File: src/rtl/cube_state_packer.sv
// Packs a 48-element fixed-point cube-state tensor into the 120-bit cube encoding, one element per cycle.
// Optional macro CUBE_PACK_ROUND_EN selects round-half-up instead of floor before the fractional shift.
module cube_state_packer #(
  parameter int DATA_LEN = 16,
  parameter int DATA_DEC = 8
) (
  input  logic                    clk,
  input  logic                    rst,
  input  logic                    in_valid,
  output logic                    in_ready,
  input  logic [48*DATA_LEN-1:0]  in_data,
  output logic                    out_valid,
  input  logic                    out_ready,
  output logic [119:0]            out_data,
  output logic                    sat_err
);

  localparam int EW = DATA_LEN + 1;
  localparam int TW = 48 * DATA_LEN;
`ifdef CUBE_PACK_ROUND_EN
  localparam logic [EW-1:0] RND_C = {{(EW-1){1'b0}}, 1'b1} << (DATA_DEC - 1);
`endif

  typedef enum logic [1:0] {
    IDLE = 2'd0,
    PACK = 2'd1,
    DONE = 2'd2
  } state_t;

  state_t              state_r;
  state_t              state_s;
  logic [TW-1:0]       tensor_r;
  logic [5:0]          idx_r;
  logic [119:0]        out_data_r;
  logic                sat_err_r;
  logic                in_ready_r;
  logic                out_valid_r;
  logic                in_ready_s;
  logic                out_valid_s;
  logic                accept_s;
  logic                pack_last_s;
  logic [1:0]          grp_s;
  logic [3:0]          j_s;
  logic [6:0]          lsb_s;
  logic [3:0]          max_s;
  logic [EW-1:0]       ext_s;
  logic [EW-1:0]       rnd_s;
  logic signed [EW-1:0] shr_s;
  logic [3:0]          fval_s;
  logic                clamp_s;
  logic [119:0]        field_s;

  assign in_ready  = in_ready_r;
  assign out_valid = out_valid_r;
  assign out_data  = out_data_r;
  assign sat_err   = sat_err_r;

  assign accept_s    = in_valid && in_ready_r;
  assign pack_last_s = (state_r == PACK) && (idx_r == 6'd47);

  // State register
  always_ff @(posedge clk or posedge rst) begin
    if (rst) begin
      state_r <= IDLE;
    end else begin
      state_r <= state_s;
    end
  end

  // Next-state logic
  always_comb begin
    state_s = state_r;
    case (state_r)
      IDLE: begin
        if (accept_s) state_s = PACK;
        else          state_s = IDLE;
      end
      PACK: begin
        if (pack_last_s) state_s = DONE;
        else             state_s = PACK;
      end
      DONE: begin
        if (out_ready) state_s = IDLE;
        else           state_s = DONE;
      end
      default: state_s = IDLE;
    endcase
  end

  // Handshake outputs decoded from the next state, then registered
  always_comb begin
    in_ready_s  = 1'b0;
    out_valid_s = 1'b0;
    case (state_s)
      IDLE:    in_ready_s  = 1'b1;
      DONE:    out_valid_s = 1'b1;
      default: begin
        in_ready_s  = 1'b0;
        out_valid_s = 1'b0;
      end
    endcase
  end

  // Handshake output registers
  always_ff @(posedge clk or posedge rst) begin
    if (rst) begin
      in_ready_r  <= 1'b1;
      out_valid_r <= 1'b0;
    end else begin
      in_ready_r  <= in_ready_s;
      out_valid_r <= out_valid_s;
    end
  end

  // Split the element index into field group and slot within the group
  always_comb begin
    grp_s = 2'd0;
    j_s   = 4'd0;
    if (idx_r < 6'd12) begin
      grp_s = 2'd0;
      j_s   = idx_r[3:0];
    end else if (idx_r < 6'd24) begin
      grp_s = 2'd1;
      j_s   = 4'(idx_r - 6'd12);
    end else if (idx_r < 6'd36) begin
      grp_s = 2'd2;
      j_s   = 4'(idx_r - 6'd24);
    end else begin
      grp_s = 2'd3;
      j_s   = 4'(idx_r - 6'd36);
    end
  end

  // Field bit offset and saturation ceiling for the current group
  always_comb begin
    lsb_s = 7'd0;
    max_s = 4'd0;
    case (grp_s)
      2'd0: begin lsb_s = 7'd3 * {3'd0, j_s};          max_s = 4'd7;  end
      2'd1: begin lsb_s = 7'd36 + {2'd0, j_s, 1'b0};   max_s = 4'd3;  end
      2'd2: begin lsb_s = 7'd60 + {1'b0, j_s, 2'b00};  max_s = 4'd15; end
      2'd3: begin lsb_s = 7'd108 + {3'd0, j_s};        max_s = 4'd1;  end
      default: begin lsb_s = 7'd0; max_s = 4'd0; end
    endcase
  end

  // Element conversion: widen, optionally round, drop the fraction, clamp to the field
  always_comb begin
    ext_s = {tensor_r[DATA_LEN-1], tensor_r[DATA_LEN-1:0]};
`ifdef CUBE_PACK_ROUND_EN
    rnd_s = ext_s + RND_C;
`else
    rnd_s = ext_s;
`endif
    shr_s = $signed(rnd_s) >>> DATA_DEC;
    if (shr_s[EW-1]) begin
      fval_s  = 4'd0;
      clamp_s = 1'b1;
    end else if ($unsigned(shr_s) > {{(EW-4){1'b0}}, max_s}) begin
      fval_s  = max_s;
      clamp_s = 1'b1;
    end else begin
      fval_s  = shr_s[3:0];
      clamp_s = 1'b0;
    end
    field_s = {116'd0, fval_s} << lsb_s;
  end

  // Datapath: latch on accept, then consume one element per PACK cycle from the low end
  always_ff @(posedge clk or posedge rst) begin
    if (rst) begin
      tensor_r   <= '0;
      idx_r      <= 6'd0;
      out_data_r <= 120'd0;
      sat_err_r  <= 1'b0;
    end else if (accept_s) begin
      tensor_r   <= in_data;
      idx_r      <= 6'd0;
      out_data_r <= 120'd0;
      sat_err_r  <= 1'b0;
    end else if (state_r == PACK) begin
      tensor_r   <= tensor_r >> DATA_LEN;
      idx_r      <= pack_last_s ? 6'd0 : idx_r + 6'd1;
      out_data_r <= out_data_r | field_s;
      sat_err_r  <= sat_err_r | clamp_s;
    end
  end

endmodule

File: config.mk
export PLATFORM = sky130hd
export DESIGN_NAME = cube_state_packer
export DESIGN_NICKNAME = d
export VERILOG_FILES = /design/src/rtl/cube_state_packer.sv
export SDC_FILE = /design/constraint.sdc
export NUM_CORES = 1
export LEC_CHECK = 0
export ABC_AREA = 1
export CORE_AREA = 10 10 343 345
export DETAILED_ROUTE_END_ITERATION = 8
export DIE_AREA = 0 0 353 355
export SLEW_MARGIN = 20
export SYNTH_ARGS = -nofsm -noshare
export SYNTH_HDL_FRONTEND = slang
export SYNTH_SLANG_ARGS = --single-unit
File: constraint.sdc
create_clock -name clk -period 21.3 [get_ports clk]
set_clock_uncertainty 0.2 [all_clocks]
set_input_delay 4.26 -clock clk [delete_from_list [all_inputs] [get_ports clk]]
set_output_delay 4.26 -clock clk [all_outputs]
set_load 0.05 [all_outputs]
=== Yosys cells after proc, flatten, opt, wreduce, memory -nomap -nowiden ===
Index checks and enable logic that the tools add are counted.
W data, S select, Z words.

* Add/sub/neg operators: 7
* Multiply operators: 1
* Magnitude comparators: 4
* Equal/unequal tests: 7
* Shifts and indexed selects: 1
* Muxes and demuxes: 27
* Bitwise gates (word level): 2
* Reduce and logical (&&, ||, !) cells: 6

{| class="wikitable"
|+ Operator list
! kind !! number
|-
| $mux W768 || 2
|-
| $mux W120 || 2
|-
| $or A120 B120 Y120 || 1
|-
| $shl A4 B7 Y120 || 1
|-
| $pmux W7 S4 || 1
|-
| $mux W4 || 5
|-
| $mux W6 || 3
|-
| $gt A17 B4 Y1 || 1
|-
| $pmux W4 S4 || 1
|-
| $add A6 B5 Y7 const A || 2
|-
| $eq A2 B2 Y1 const B || 4
|-
| $mux W1 || 8
|-
| $mux W2 || 4
|-
| $sub A4 B4 Y4 const B || 2
|-
| $add A6 B6 Y7 const A || 1
|-
| $add A6 B1 Y6 const B || 1
|-
| $eq A6 B6 Y1 const B || 1
|-
| $logic_not A2 Y1 || 3
|-
| $lt A6 B4 Y1 const B || 1
|-
| $lt A6 B5 Y1 const B || 1
|-
| $lt A6 B6 Y1 const B || 1
|-
| $mul A2 B4 Y6 const A || 1
|-
| $pmux W2 S3 || 1
|-
| $eq A2 B1 Y1 const B || 2
|-
| 4 further kinds || 5
|}

* Flip-flop bits (word level): 899
* Input port bits: 772
* Output and inout bits: 123
* Logic and storage cells: 62

=== Longest topological paths before layout ===
* Word-level depth: 13
* Gate-level depth with buffers: 23
* Depth with buffers taken out: 23

=== Least setup slack after synthesis ===
OpenSTA, ideal clock, no wires.

* Path kind: input to register
* Start point: in in_valid
* End point: reg tensor_r[105]
* Library setup time: 0.142 ns
* Arrival: 5.652 ns
* Data required time: 20.958 ns
* Path slack: 15.306 ns
* Cell stages on the path: 8
* Path buffers: 3
* Cells stage by stage: nand2_1 > inv_2 > nor2_1 > inv_1 > clkbuf_1 > clkbuf_1 > clkbuf_1 > o221ai_1

* Word-level cells in the longest chain between the ends: 2
* Elaborated cells on any way between the ends: 3
* Classes of those cells: mux (1); reduce/logical (2)

{| class="wikitable"
|+ Ends and longest elaborated chain
! item !! RTL line !! text
|-
| start, declared || 9 || <nowiki>input logic in_valid,</nowiki>
|-
| $logic_and A1 B1 Y1 (*) || 58 || <nowiki>assign accept_s = in_valid && in_ready_r;</nowiki>
|-
| $mux W768 / $reduce_bool A2 Y1 (equally long branches) || n/a ||
|-
| end signal, assigned || 177 || <nowiki>tensor_r <= in_data;</nowiki>
|-
| end signal, assigned || 182 || <nowiki>tensor_r <= tensor_r >> DATA_LEN;</nowiki>
|-
| end, declared || 32 || <nowiki>logic [TW-1:0] tensor_r;</nowiki>
|}

Mark *: on every way between the ends. The rest lies on a longest branch, timed or not.
A chain may end at the register's enable or synchronous reset.

=== Worst setup path in the final report ===
* Start point: in in_valid
* End point: reg tensor_r[601]

Same word-level chain as after synthesis.

==> results.toml <==
[run_status]
status = "completed"

[sta]
timing.final.max_slew_violations = 0
number_of_failing_setup_endpoints_in_the_final_timing_report = 0
slew_headroom = 0.231
finalSetupTns_ns = 0
finalCritPeriodShare = 0.375
grt_setup_unrepaired = "false"
timing.fmax_mhz = 125
hold_viol = 0
period_needed_ns = 7.99
holdWs_ns = 0.289
worst_pin_slew_ns = 1.15

[synthesis]
synth_ff_type = "dfrtp_1"
postSynth.asyncResetShare = 1.00
synth_edf_count = 0
yosys.area.top_type_share = 0.561
netlist_area_um2 = 22900
postSynthRegisterBits = 515
synth_fp_nets = 3268
synth.yosys.seq_area_share = 0.562
syn_avg_cell_area_um2 = 9.25
post-synth-top-area-cell = "dfrtp_1"
ys_types = 43
synth_warnings = 0
syn-instance-count = 2480
synth_top_cells_by_area = "dfrtp_1 (56%), o221ai_1 (12%), nand2_1 (7.8%), inv_1 (7.7%), a21oi_1 (2.9%)"

[clocking]
cts_made_buffers = 61
cts_tree = "done"
worst_skew_pair.late_latency_ns = 0.67
cts.repair_timing.setup_buffer_count = 0
clk_root_buffer_cell = "clkbuf_16"
clkSinkCount = 515
clk_pin_slew_ns = 0.06
post_cts.resized_instances = 0
clk_path_buf_depth = 3
ctsHoldBuffers = 0
cts-htree-levels = 2

[die]
die_y_um = 355
row_count = 122
pin_count = 895
coreArea_um2 = 110000
floorplan.die_area_um2 = 125000
initial_utilization = 0.208
die_width_um = 353

[placement]
post_place_instance_area_um2 = 29400
io_buffers = 510
global_placer_s_final_weighted_congestion = 0.904
post-dp-hpwl_um = 72300

[cells_and_area]
regArea_um2 = 12900
fin_area_um2 = 31700
nFillCells = 11700
multiInputGateArea_um2 = 7540
syn2layout_area_growth_pct = 38.2
layout-drive-gt1-share = 0.0626
final_nets = 3690

[setup_path]
crit_buf_inv = 6
timing.critical_path.fanout_max = 107
cpMostUsedCell = "buf_4"
critical-path-max-stage-delay_ns = 0.87
timing.rr.start = "idx_r[2]"
timing.critical_path.to_type = "register"
worst-setup-path-type = "in -> reg"
setup.reg_to_reg.worst_slack_ns = 16.83
r2r.worst_path.cells = 18
timing.critical_path.cells = "clkdlybuf4s50_1 -> nand2_2 -> buf_4 -> inv_8 -> buf_4 -> buf_4 -> buf_4 -> nand2_1 -> o221ai_1"
arrival_ns = 8.35
setup.worst_path.start_class = "input pin"
crit_slowest_cell = "buf_4"
crit_required_ns = 21.65
worst_r2r_endpoint = "out_data[94]"
cpLargestDelayFamily = "buffers and inverters"

[pwr]
areal_power_density_over_the_cells_nw_per_um2 = 162
net_sw_frac = 0.463
pwr-share-seq = 0.293
p_leak_nw = 13.3
design_power_total_w = 0.00515
netSwitchingPower_w = 0.00238
internal_power_w = 0.00276
vdd_drop_max_mv = 0.154
clockPowerShare = 0.221
share_comb_of_total_power = 0.486

[route]
drt_pre_antenna_iters = 6
vias = 19700
antenna_left = 0
wirelength_um = 97300
routed_wire_length_per_instance_um = 21.8
detailedRoute.firstIterationViolations = 1285
post-route-drc-count = 0
vias_per_cell = 4.43

[global_route]
grt.total_usage = 0.148
grt_pass1_wl_um = 139000
grt_overflow_total = 0
initial_antenna_violation_count = 68
grt_start_max_net_pins = 238
first_global_vias = 19700

[min_path]
hold_depth = 2
holdCritPathClass = "reg -> reg"
worstHoldEndpoint = "tensor_r[175]"
worstHoldStart = "tensor_r[175]"

[flow_run]
max-cap-violations = 0
==> stage by stage <==
stage	std cells	util	setup slack [ns]
global placement	4326	0.267	12.58
CTS	4441	0.286	13.27
floorplan	2480	-	2.46
finish	4459	0.287	13.31
global route	4444	0.287	13.02
detailed placement	4326	0.267	12.58
==> sequential cells by signal, indices dropped and copies added (netlist names) <==
name and cells:
in_ready 1, out_data 120, out_valid 1, state_r 2, idx_r 6, tensor_r 384, sat_err 1
==> worst reg2reg max path, stage by stage, from the launching register on <==
cell and delay [ns]:
dfrtp_1 0.44, inv_1 0.21, ha_1 0.18, nand2_1 0.08
nand2_4 0.13, nand2_4 0.12, nand2_2 0.13, xor2_1 0.38
inv_1 0.23, ha_1 0.37, nand3_1 0.09, nand2_1 0.07
a21oi_1 0.15, nor2_2 0.09, nor2_8 0.48, inv_4 0.38
nor2_1 0.36, nand3_1 0.11, a21oi_1 0.17
==> final cells by class <==
cell class	count	share of cell area
flip-flops and latches	515	0.407
multi-input cells	1307	0.238
repair buffers	535	0.168
well taps	1488	0.0588
inverters	482	0.0579
clock buffers	81	0.0550
clock inverters	34	0.0138
diodes	17	0.00134
==> metal layers <==
layer | vias up | GRT usage | share of wire
met1 | 9429 | 0.185 | 0.43
li1 | 9280 | - | -
met2 | 745 | 0.224 | 0.42
met5 | - | 0 | 0.0052
met4 | 80 | 0.0439 | 0.030
met3 | 200 | 0.0735 | 0.12
==> how the worst max path moves through the flow <==
stage	start	endpoint	slack (ns)	depth (start not counted)
2_1_floorplan	rst	idx_r[0]	2.46	1
3_3_place_gp	in_valid	tensor_r[601]	12.58	9
3_5_place_dp	in_valid	tensor_r[601]	12.58	9
4_1_cts	in_valid	tensor_r[601]	13.27	9
5_1_grt	in_valid	tensor_r[713]	13.02	9
6_report	in_valid	tensor_r[601]	13.31	9
==> power groups by stage <==
stage	combinational [W]	clock, W	sequential [W]
2_1_floorplan	0.00141	0	0.00179
3_3_place_gp	0.00250	0	0.00152
3_5_place_dp	0.00253	0	0.00152
4_1_cts	0.00254	0.00117	0.00151
5_1_grt	0.00272	0.00121	0.00155
6_report	0.00250	0.00114	0.00151
==> Yosys cell counts (2+ instances only) <==
library cell / count
o31ai_1: 2
buf_2: 15
buf_4: 10
nand2_2: 3
o211ai_1: 34
ha_1: 15
or2_2: 2
nor3_1: 5
inv_2: 11
o22ai_1: 22
o21ai_2: 4
clkbuf_1: 146
nor2_1: 67
o21ai_0: 14
nor2_2: 14
nand2_1: 476
o221ai_1: 312
nand4_1: 65
nand3_1: 94
a31oi_1: 18
a21oi_1: 135
nand2_4: 2
inv_1: 469
o21a_1: 3
buf_1: 5
o21ai_1: 7
dfrtp_1: 514
==> cell families after synthesis <==
family / Yosys count / share of synthesized area
simple gates: 734 / 0.138
buf+inv: 658 / 0.110
compound gates: 555 / 0.180
flops: 515 / 0.562
fa+ha+maj: 16 / 0.00906
xor+xnor: 2 / 0.000764
==> cells in the final DEF (no fill, tap or decap), types with 8 or more instances in the layout <==
cell	Yosys	layout
nor2_2	14	13
clkdlybuf4s50_1	0	510
nand2_1	476	473
inv_1	469	466
nand3_1	94	94
dfrtp_1	514	514
a31oi_1	18	18
inv_2	11	11
nand4_1	65	65
nor2_1	67	65
bufinv_16	0	8
diode_2	0	17
ha_1	15	15
clkbuf_16	0	62
clkbuf_8	0	12
o221ai_1	312	312
buf_4	10	22
a21oi_1	135	135
o21ai_0	14	14
clkinv_2	0	13
o22ai_1	22	22
o211ai_1	34	34
No activity file was read; power rests on OpenSTA's default activity.
